==> src/rtl/qep_encoder_emulator.sv <==
// Quadrature A/B/Z generator walking emu_pos one x4 count per MIN_EDGE_CLKS toward the accepted target.
// First edge MIN_EDGE_CLKS clocks after accept; tgt_ready = enable, and enable=0 freezes all state.
module qep_encoder_emulator #(
    parameter int CPR           = 1024,
    parameter int MIN_EDGE_CLKS = 100
) (
    input  logic               clk,
    input  logic               reset_n,
    input  logic               enable,
    input  logic signed [31:0] tgt_pos,
    input  logic               tgt_valid,
    output logic               tgt_ready,
    output logic               qep_a,
    output logic               qep_b,
    output logic               qep_z,
    output logic signed [31:0] emu_pos,
    output logic               busy,
    output logic               done
);

    localparam int CPR4  = 4 * CPR;
    localparam int IDX_W = $clog2(CPR4);
    localparam int GAP_W = $clog2(MIN_EDGE_CLKS);

    typedef enum logic {IDLE, MOVE} state_t;

    state_t             state_q;
    logic signed [31:0] pos_q;
    logic signed [31:0] tgt_q;
    logic [IDX_W-1:0]   idx_q;
    logic [GAP_W-1:0]   gap_q;
    logic               a_q, b_q, z_q, done_q;

    logic               step_fire;
    logic               dir_up;
    logic signed [31:0] pos_d;
    logic [IDX_W-1:0]   idx_d;

    assign step_fire = enable && (state_q == MOVE) && (gap_q == GAP_W'(MIN_EDGE_CLKS - 1));
    // Signed 32-bit compare cannot wrap, so it gives the true direction to the target.
    assign dir_up    = (tgt_q > pos_q);

    always_comb begin
        pos_d = pos_q;
        idx_d = idx_q;
        if (dir_up) begin
            pos_d = pos_q + 32'sd1;
            idx_d = (idx_q == IDX_W'(CPR4 - 1)) ? '0 : idx_q + 1'b1;
        end else begin
            pos_d = pos_q - 32'sd1;
            idx_d = (idx_q == '0) ? IDX_W'(CPR4 - 1) : idx_q - 1'b1;
        end
    end

    always_ff @(posedge clk or negedge reset_n) begin
        if (!reset_n) begin
            state_q <= IDLE;
            pos_q   <= '0;
            tgt_q   <= '0;
            idx_q   <= '0;
            gap_q   <= '0;
            a_q     <= 1'b0;
            b_q     <= 1'b0;
            z_q     <= 1'b1;
            done_q  <= 1'b0;
        end else begin
            done_q <= 1'b0;
            if (enable) begin
                case (state_q)
                    IDLE: begin
                        if (tgt_valid) begin
                            tgt_q <= tgt_pos;
                            gap_q <= '0;
                            if (tgt_pos != pos_q) begin
                                state_q <= MOVE;
                            end else begin
                                done_q <= 1'b1;
                            end
                        end
                    end
                    MOVE: begin
                        if (step_fire) begin
                            gap_q <= '0;
                            pos_q <= pos_d;
                            idx_q <= idx_d;
                            a_q   <= idx_d[1] ^ idx_d[0];
                            b_q   <= idx_d[1];
                            z_q   <= (idx_d == '0);
                        end else begin
                            gap_q <= gap_q + 1'b1;
                        end
                        // A step on the accept cycle uses the old target; arrival is judged against the new one.
                        if (tgt_valid) begin
                            tgt_q <= tgt_pos;
                            if (tgt_pos == (step_fire ? pos_d : pos_q)) begin
                                state_q <= IDLE;
                                done_q  <= 1'b1;
                            end
                        end else if (step_fire && (pos_d == tgt_q)) begin
                            state_q <= IDLE;
                            done_q  <= 1'b1;
                        end
                    end
                    default: state_q <= IDLE;
                endcase
            end
        end
    end

    assign tgt_ready = enable;
    assign qep_a     = a_q;
    assign qep_b     = b_q;
    assign qep_z     = z_q;
    assign emu_pos   = pos_q;
    assign busy      = (state_q == MOVE);
    assign done      = done_q;

endmodule

==> config.mk <==
export PLATFORM = sky130hd
export DESIGN_NAME = qep_encoder_emulator
export DESIGN_NICKNAME = d
export VERILOG_FILES = /design/src/rtl/qep_encoder_emulator.sv
export SDC_FILE = /design/constraint.sdc
export NUM_CORES = 1
export LEC_CHECK = 0
export ABC_AREA = 1
export BUFFER_PORTS_ARGS = -buffer_cell sky130_fd_sc_hd__buf_2
export CAP_MARGIN = 20
export CORE_MARGIN = 4
export CORE_UTILIZATION = 62
export CTS_CLUSTER_DIAMETER = 150
export DETAILED_ROUTE_END_ITERATION = 6
export PLACE_DENSITY = 0.83
export SLEW_MARGIN = 25
export SYNTH_ARGS = -nofsm -noshare
export SYNTH_HDL_FRONTEND = slang
export SYNTH_SLANG_ARGS = --single-unit
==> constraint.sdc <==
create_clock -name clk -period 5.3 [get_ports clk]
set_input_delay 0 -clock clk [delete_from_list [all_inputs] [get_ports clk]]
set_output_delay 0 -clock clk [all_outputs]
set_load 0.01 [all_outputs]
# Word level (Yosys, flattened, before mapping)
# Cells that the tools add are included.
[op_classes]
multipliers = 0
n_eq_ne = 6
div_mod_pow = 0
bitwise_logic = 2
magnitude_cmp = 1
mux = 22
reduce_logical = 9
shifts = 0
addsub = 5
[op_table]
columns = ["op", "count"]
rows = [
  ["$mux 32", 3],
  ["$eq 32x32->1", 2],
  ["$mux 12", 3],
  ["$add 32x2->32 const B", 1],
  ["$gt 32x32->1", 1],
  ["$ne 32x32->1", 1],
  ["$sub 32x2->32 const B", 1],
  ["$logic_not 12->1", 2],
  ["$mux 7", 2],
  ["$pmux 7 s2", 1],
  ["$add 12x1->12 const B", 1],
  ["$eq 12x12->1 const B", 1],
  ["$sub 12x1->12 const B", 1],
  ["$mux 1", 11],
  ["$add 7x1->7 const B", 1],
  ["$eq 7x7->1 const B", 1],
  ["$reduce_and 2->1", 3],
  ["$pmux 1 s2", 2],
  ["$logic_and 1x1->1", 3],
  ["$reduce_and 3->1", 1],
  ["$ne 2x2->1 const B", 1],
  ["$not 1->1", 1],
  ["$xor 1x1->1", 1],
]
[word_totals]
latchBits = 0
wordCells = 54
output_inout_bits = 38
mem_bits_rw = 0
mem_bits_ro = 0
register_bits = 88
mem_count = 0
inputBits = 36

# Depth between registers and ports, before layout
# Gate-level depths: netlist (run 1).
[depth]
ltp_word = 8
ltp_mapped = 40
mapped_depth_nobuf = 38

# Least setup slack after synthesis (run 1)
# No wires, ideal clock.
[synth_path]
kind = "register -> register"
from = "reg pos_q[31] (netlist: emu_pos[31])"
to = "reg state_q (netlist: busy)"
t_arrival_ns = 3.893
setup_time_ns = 0.120
required_time_ns = 5.180
path_slack_ns = 1.287
path_stages_with_launch = 33
path_buffers = 2
synth_period_minus_slack_ns = 4.013
cell_sequence = "dfrtp_1 -> inv_1 -> ha_1 -> nand2_1 -> nor2_1 -> nor3b_2 -> and3_1 -> nand2_1 -> nand2_1 -> nand2_1 -> nand3_2 -> buf_6 -> buf_6 -> ha_1 -> nand2_2 -> inv_1 -> nand2_1 -> nand2_1 -> inv_1 -> nand3_1 -> nand4_1 -> nand2_1 -> inv_1 -> o21ai_2 -> or2_1 -> nand2_1 -> nand2_1 -> nand3_1 -> nand2_1 -> nor2_1 -> nand3_2 -> nand2_1 -> a21oi_1"
[synth_via]
elab_chain_cells = 7
elab_cells_between_ends = 15
classes_between = "add/sub (2); order compare (1); eq/ne (3); mux (8); reduce/logical (1)"
[synth_lines]
columns = ["item", "line_no", "rtl"]
rows = [
  ["from (decl)", "28", "logic signed [31:0] pos_q;"],
  ["from (signal assigned)", "84", "pos_q <= pos_d;"],
  ["$sub 32x2->32 (tied with other cells)", "50", "pos_d = pos_q - 32'sd1;"],
  ["$mux 32", "46", "if (dir_up) begin"],
  ["$mux 32 or $eq 32x32->1 (tied branches)", "n/a", ""],
  ["$eq 32x32->1 or $logic_and 1x1->1 (tied branches)", "95, 99", ""],
  ["$mux 1 (on tied branches)", "95, 99", ""],
  ["$mux 1", "93", "if (tgt_valid) begin"],
  ["$pmux 1 s2 *", "69", "case (state_q)"],
  ["to (signal assigned)", "75", "state_q <= MOVE;"],
  ["to (signal assigned)", "96", "state_q <= IDLE;"],
  ["to (signal assigned)", "100", "state_q <= IDLE;"],
  ["to (decl)", "27", "state_t state_q;"],
]
# Mark *: on every way between the ends. The rest lies on a longest branch, timed or not.
# A chain may end at the register's enable or synchronous reset.

# Final worst setup path (run 1)
# Ends and elaborated chain as after synthesis.

==> results of run 1 <==
worst register-to-register path, delay by kind of cell, from the launching register on:
family / cells / cell delay [ns]
buffers and inverters: 3 / 0.42
AND/OR/NAND/NOR: 22 / 3.29
flip-flops: 1 / 0.44
AO/OA/AOI/OAI: 1 / 0.06
adder cells (fa/ha/maj): 2 / 0.70
power groups by stage:
| stage | Clock [W] | Combinational (W) | Sequential, W |
|---|---|---|---|
| after floorplan | 0 | 0.00105 | 0.000794 |
| after global placement | 0 | 0.00140 | 0.000811 |
| after detailed placement | 0 | 0.00142 | 0.000813 |
| after CTS | 0.000667 | 0.00145 | 0.000801 |
| after global routing | 0.000702 | 0.00170 | 0.000812 |
| final | 0.000669 | 0.00153 | 0.000806 |
worst paths after layout:
kind,from,endpoint,cells past startpoint
max,emu_pos[31],busy,28
max in group asynchronous,reset_n,emu_pos[29],3
max reg2reg,emu_pos[31],busy,28
min in group asynchronous,reset_n,tgt_q[5],2
min,tgt_pos[15],tgt_q[15],3
min reg2reg,qep_z,qep_z,2
sequential cells by signal (all words and copies together), names as in the netlist:
register,count
emu_pos,32
tgt_q,32
idx_q,12
gap_q,7
busy,1
done,1
qep_a,1
qep_z,1
Yosys cell counts, types with 8 or more instances:
cell type	number	area, µm²
ha_1	71	888
o21ai_0	73	365
nand3b_1	17	128
nand4_1	38	238
inv_2	11	41.3
nor3_1	9	45.0
xor2_1	19	166
nor2_2	8	50.1
nand2_1	507	1900
nand3_1	153	766
nand2_2	10	62.6
a21oi_1	48	240
inv_1	203	762
nor2_1	123	462
clkbuf_1	11	41.3
dfrtp_1	86	2150
a21oi_2	8	70.1
layout by cell type, fill, tap and decap left out, types with 38 or more instances in the layout:
| master | netlist | final |
|---|---|---|
| nand2_1 | 507 | 505 |
| inv_1 | 203 | 202 |
| nand3_1 | 153 | 153 |
| nor2_1 | 123 | 113 |
| dfrtp_1 | 86 | 84 |
| o21ai_0 | 73 | 73 |
| buf_2 | 6 | 72 |
| ha_1 | 71 | 69 |
| a21oi_1 | 48 | 45 |
| nand4_1 | 38 | 38 |
cell type report:
class / count / area [µm²] / share of cell area [%]
clock buffer: 11 / 233 / 2.25
tap: 180 / 225 / 2.18
timing repair buffer: 115 / 788 / 7.63
inverter: 215 / 807 / 7.81
clock inverter: 5 / 60.1 / 0.581
multi-input combinational: 1153 / 6040 / 58.5
sequential: 87 / 2180 / 21.1
layer usage:
metal	GRT usage [%]	wire, µm	part of all wire [%]	vias up
met3	8.18	3110	10	101
met1	49.2	12500	40	4620
li1	-	-	-	5005
met4	15.7	1280	4.1	0
met2	60.3	14200	46	547
met5	0	0	0	-
per-stage QoR:
step | util (%) | std cells | cell area [µm²] | TNS [ns] | hold slack [ns]
3_5_place_dp | 68.4 | 1720 | 9640 | -0.168 | 0.00270
4_1_cts | 72.3 | 1761 | 10200 | 0 | 0.00367
5_1_grt | 73.3 | 1766 | 10300 | -0.00734 | 0.0359
3_3_place_gp | 68.4 | 1720 | 9640 | 0 | 0.0000287
6_report | 73.3 | 1766 | 10300 | 0 | 0.00735
2_1_floorplan | - | 1480 | 9070 | 0 | -0.296
logic make-up after synthesis:
family	share of synthesized area (%)
flip-flops	24.0
buffers and inverters	10.4
adder cells (fa/ha/maj)	10.0
AND/OR/NAND/NOR	42.5
AO/OA/AOI/OAI	10.5
XOR/XNOR	2.58
what timing repair did:
| action | in CTS | in global routing |
|---|---|---|
| pin swaps | 0 | 3 |
| cloned | 0 | 1 |
| endpoints found under the hold margin | 60 | 0 |
| buffers inserted | 0 | 4 |
| gates resized for setup | 2 | 27 |
| endpoints found under the setup margin | 2 | 2 |
| hold buffers | 25 | 0 |
==> reports/metrics.yaml, run 1 <==
cts_sinks: 87
start_util_pct: 64.3
cp_num_buf_inv: 3
place_ws_ns: -0.114
synth_cell_types: 51
clock_latency_ns: 0.37
ant_nets: 0
post-route-period-util_pct: 95.1
ioPinCount: 74
synth_edf_count: 0
die_w_um: 129
tightest_slew_ns: 1.02
syn_area_per_cell_um2: 6.13
finalSetupViolations: 0
dp_hpwl_um: 24000
antenna_found_initial: 0
cts_tree: "yes"
die_area_um2: 16600
dr.first_iter.drc_count: 1257
clk_path_buf_depth: 2
power_frac_comb_pct: 50.9
seq_power_share_pct: 26.8
cp_top_family: "simple AND/OR/NAND/NOR gates"
core-area_um2: 14100
grt_pass1_vias: 9623
p_int_w: 0.00162
ys.warnings.count: 0
finalHoldViolCount: 0
start_kind: "register"
leakage_nw: 5.64
grt-ovfl-total: 0
drv_slew: 0
fmax_ghz: 0.198
firstDrtPassIters: 7
row_count: 43
num_vias: 10273
switching_power_w: 0.00138
synth_seq_cells: 87
cpMaxStageDelayCell: "dfrtp_2"
violations: "DRC"
synth_nets: 1588
via_per_inst: 5.82
required_ns: 5.56
sw_frac_of_total_pct: 46.0
cts_buffers: 9
layout-drive-gt1-share_pct: 11.5
drt-total-wl_um: 31100
globalplace.congestion: 1.04
grt_use_total_pct: 37.6
cellPowerDensity_nw_per_um2: 290
yosysSeqAreaShare_pct: 24.0
areaGrowthSynthToFinish_pct: 14.0
max_stage_delay_ns: 0.44
drv_cap: 0
worst-path-max-fanout: 28
h-tree-depth: 3
port_buffers: 73
synth_area_um2: 9070
num-fill-cells: 1253
drc: 1
wire_per_inst_um: 17.6
syn_inst: 1480
p_clk_share_pct: 22.3
fin_ws_ns: 0.258
worst-setup-path-type: "register to register"
insertedDiodeCount: 0
nNetsFinal: 1689
rrSetupSlack_ns: 0.26
p_total_w: 0.00300
clk_pin_slew_ns: 0.07
crit_top_cell: "nand2_1"
hp-class: "input pin to register"
peakVddDrop_uv: 165
status: "complete, but fails checks"
arrival_ns: 5.30
worst_setup_path_end_kind: "register"
grt_pass1_wl_um: 49300
synth_ff_type: "dfrtp_1"
slew_headroom_pct: 32.1
min_period_ns: 5.04
async_reset_ff_share_pct: 100
grt_start_max_net_pins: 66
clock-root-buffer: "clkbuf_16"
finalClockSkew_ns: 0.0103
fp.dieH_um: 129
(Power assumes the default switching activity.)
==> run 2, diff against run 1 <==
--- a/config.mk
+++ b/config.mk
@@ -12,7 +12,7 @@
 export CORE_UTILIZATION = 62
 export CTS_CLUSTER_DIAMETER = 150
 export DETAILED_ROUTE_END_ITERATION = 6
-export PLACE_DENSITY = 0.83
+export PLACE_DENSITY = 0.87
 export SLEW_MARGIN = 25
 export SYNTH_ARGS = -nofsm -noshare
 export SYNTH_HDL_FRONTEND = slang
==> reports/metrics.yaml, run 2 (synthesized netlist as in run 1, its figures left out) <==
via_per_inst: 5.91  # was 5.82
finalClockSkew_ns: 0.00706  # was 0.0103 ns
ioPinCount: 74  # unchanged
drv_cap: 0  # unchanged
start_kind: "register"  # unchanged
fmax_ghz: 0.199  # was 0.198 GHz
antenna_found_initial: 0  # unchanged
wire_per_inst_um: 17.6  # about the same
crit_top_cell: "nand2_1"  # unchanged
core-area_um2: 14100  # unchanged
final_util_pct: 73.2  # was 73.3%
finalHoldViolCount: 0  # unchanged
peakVddDrop_uv: 163  # was 165 µV
hp-class: "input pin to register"  # unchanged
rsz0062_at_grt: "false"
slew_headroom_pct: 36.9  # was 32.1%
clk_path_buf_depth: 2  # unchanged
insertedDiodeCount: 0  # unchanged
leakage_nw: 5.64  # about the same
globalplace.congestion: 1.08  # was 1.04
worst-setup-path-type: "register to register"  # unchanged
ant_nets: 0  # unchanged
max_stage_delay_ns: 0.43  # was 0.44 ns
die_w_um: 129  # unchanged
cts_tree: "yes"  # unchanged
layout_commonest_cell: "nand2_1"  # unchanged
cellPowerDensity_nw_per_um2: 289  # was 290 nW/µm²
die_area_um2: 16600  # unchanged
drv_slew: 0  # unchanged
clock_latency_ns: 0.36  # was 0.37 ns
min_period_ns: 5.01  # was 5.04 ns
start_util_pct: 64.3  # unchanged
dr.first_iter.drc_count: 1098  # was 1257
port_buffers: 73  # unchanged
cpMaxStageDelayCell: "dfrtp_2"  # unchanged
fp.dieH_um: 129  # unchanged
firstDrtPassIters: 6  # was 7
grt_pass1_wl_um: 49200  # was 49300 µm
cts_sinks: 87  # unchanged
grt_start_max_net_pins: 66  # unchanged
cts_buffers: 9  # unchanged
grt_pass1_vias: 9620  # was 9623
required_ns: 5.54  # was 5.56 ns
placed_area_um2: 9640  # about the same
layout_common_cells: "505 x nand2_1, 203 x inv_1, 152 x nand3_1, 121 x nor2_1, 85 x dfrtp_1"  # was 505 x nand2_1, 202 x inv_1, 153 x nand3_1, 113 x nor2_1, 84 x dfrtp_1
nNetsFinal: 1690  # was 1689
finalSetupViolations: 0  # unchanged
post-route-period-util_pct: 94.6  # was 95.1%
dp_hpwl_um: 24600  # was 24000 µm
final_area_um2: 10300  # about the same
clk_pin_slew_ns: 0.07  # about the same
grt_use_total_pct: 37.8  # was 37.6%
h-tree-depth: 3  # unchanged
grt-ovfl-total: 0  # unchanged
areaGrowthSynthToFinish_pct: 13.7  # was 14.0%
drt-total-wl_um: 31100  # about the same
fin_setup_tns_ns: 0  # unchanged
worst-path-max-fanout: 6  # was 28
drc: 0  # was 1
row_count: 43  # unchanged
worst_setup_path_end_kind: "register"  # unchanged
status: "complete, no violations"  # was complete, but fails checks
num_vias: 10450  # was 10273
tightest_slew_ns: 0.944  # was 1.02 ns
layout-drive-gt1-share_pct: 11.2  # was 11.5%
arrival_ns: 5.26  # was 5.30 ns
clock-root-buffer: "clkbuf_16"  # unchanged
[run 2: final timing paths]
check | start | endpoint | slack (ns) | cells past startpoint
max reg2reg | emu_pos[31] | busy | 0.29 | 29
min | tgt_pos[6] | tgt_q[6] | 0.01 | 3
max in group asynchronous | reset_n | emu_pos[31] | 4.02 | 3
max | emu_pos[31] | busy | 0.29 | 29
min reg2reg | qep_z | qep_z | 0.47 | 2
min in group asynchronous | reset_n | tgt_q[5] | 0.16 | 2
[run 2: layer usage]
metal	wire, µm	track usage [%]
met4	1470	17.2
met1	12400	48.9
met2	13900	60.1
met3	3360	8.72
met5	0	0
[run 2: timing repair]
item / in CTS / in global routing
pin swaps: 0 / 1
setup endpoints to repair: 1 / 2
hold buffers: 26 / 0
endpoints found under the hold margin: 59 / 0
setup buffers: 0 / 4
cloned: 0 / 1
gates resized for setup: 1 / 19
[run 2: power by group]
group	internal [W]	total, W	switching, W
registers	0.000726	0.000802	0.0000767
clock network	0.000335	0.000640	0.000305
logic	0.000521	0.00154	0.00102
[run 2: cell type report]
| class | instances | area (µm²) |
|---|---|---|
| fill | 1269 | 3780 |
| multi-input combinational | 1154 | 6060 |
| sequential | 87 | 2180 |
| clock buffer | 11 | 243 |
| timing repair buffer | 115 | 761 |
| inverter | 215 | 808 |
| tap | 180 | 225 |
| clock inverter | 5 | 38.8 |
[run 2: metrics by stage]
stage	power [W]	hold slack [ns]	setup slack, ns	cells
final	0.00298	0.0117	0.286	1767
after global routing	0.00319	0.0404	0.000456	1767
after CTS	0.00291	0.00569	0.00829	1762
after detailed placement	0.00225	-0.0103	0.00300	1720
after global placement	0.00222	-0.0115	0.152	1720
after floorplan	0.00184	-0.296	1.29	1480
[run 2: worst max-delay path, delay by kind of cell, from the launching register on]
| family | cells | cell delay [ns] |
|---|---|---|
| AOI/OAI and AO/OA | 2 | 0.20 |
| and+or+nand+nor | 20 | 2.79 |
| DFF | 1 | 0.43 |
| xor gates and xnor gates | 1 | 0.15 |
| adders and majority gates | 2 | 0.72 |
| buffers and inverters | 4 | 0.58 |
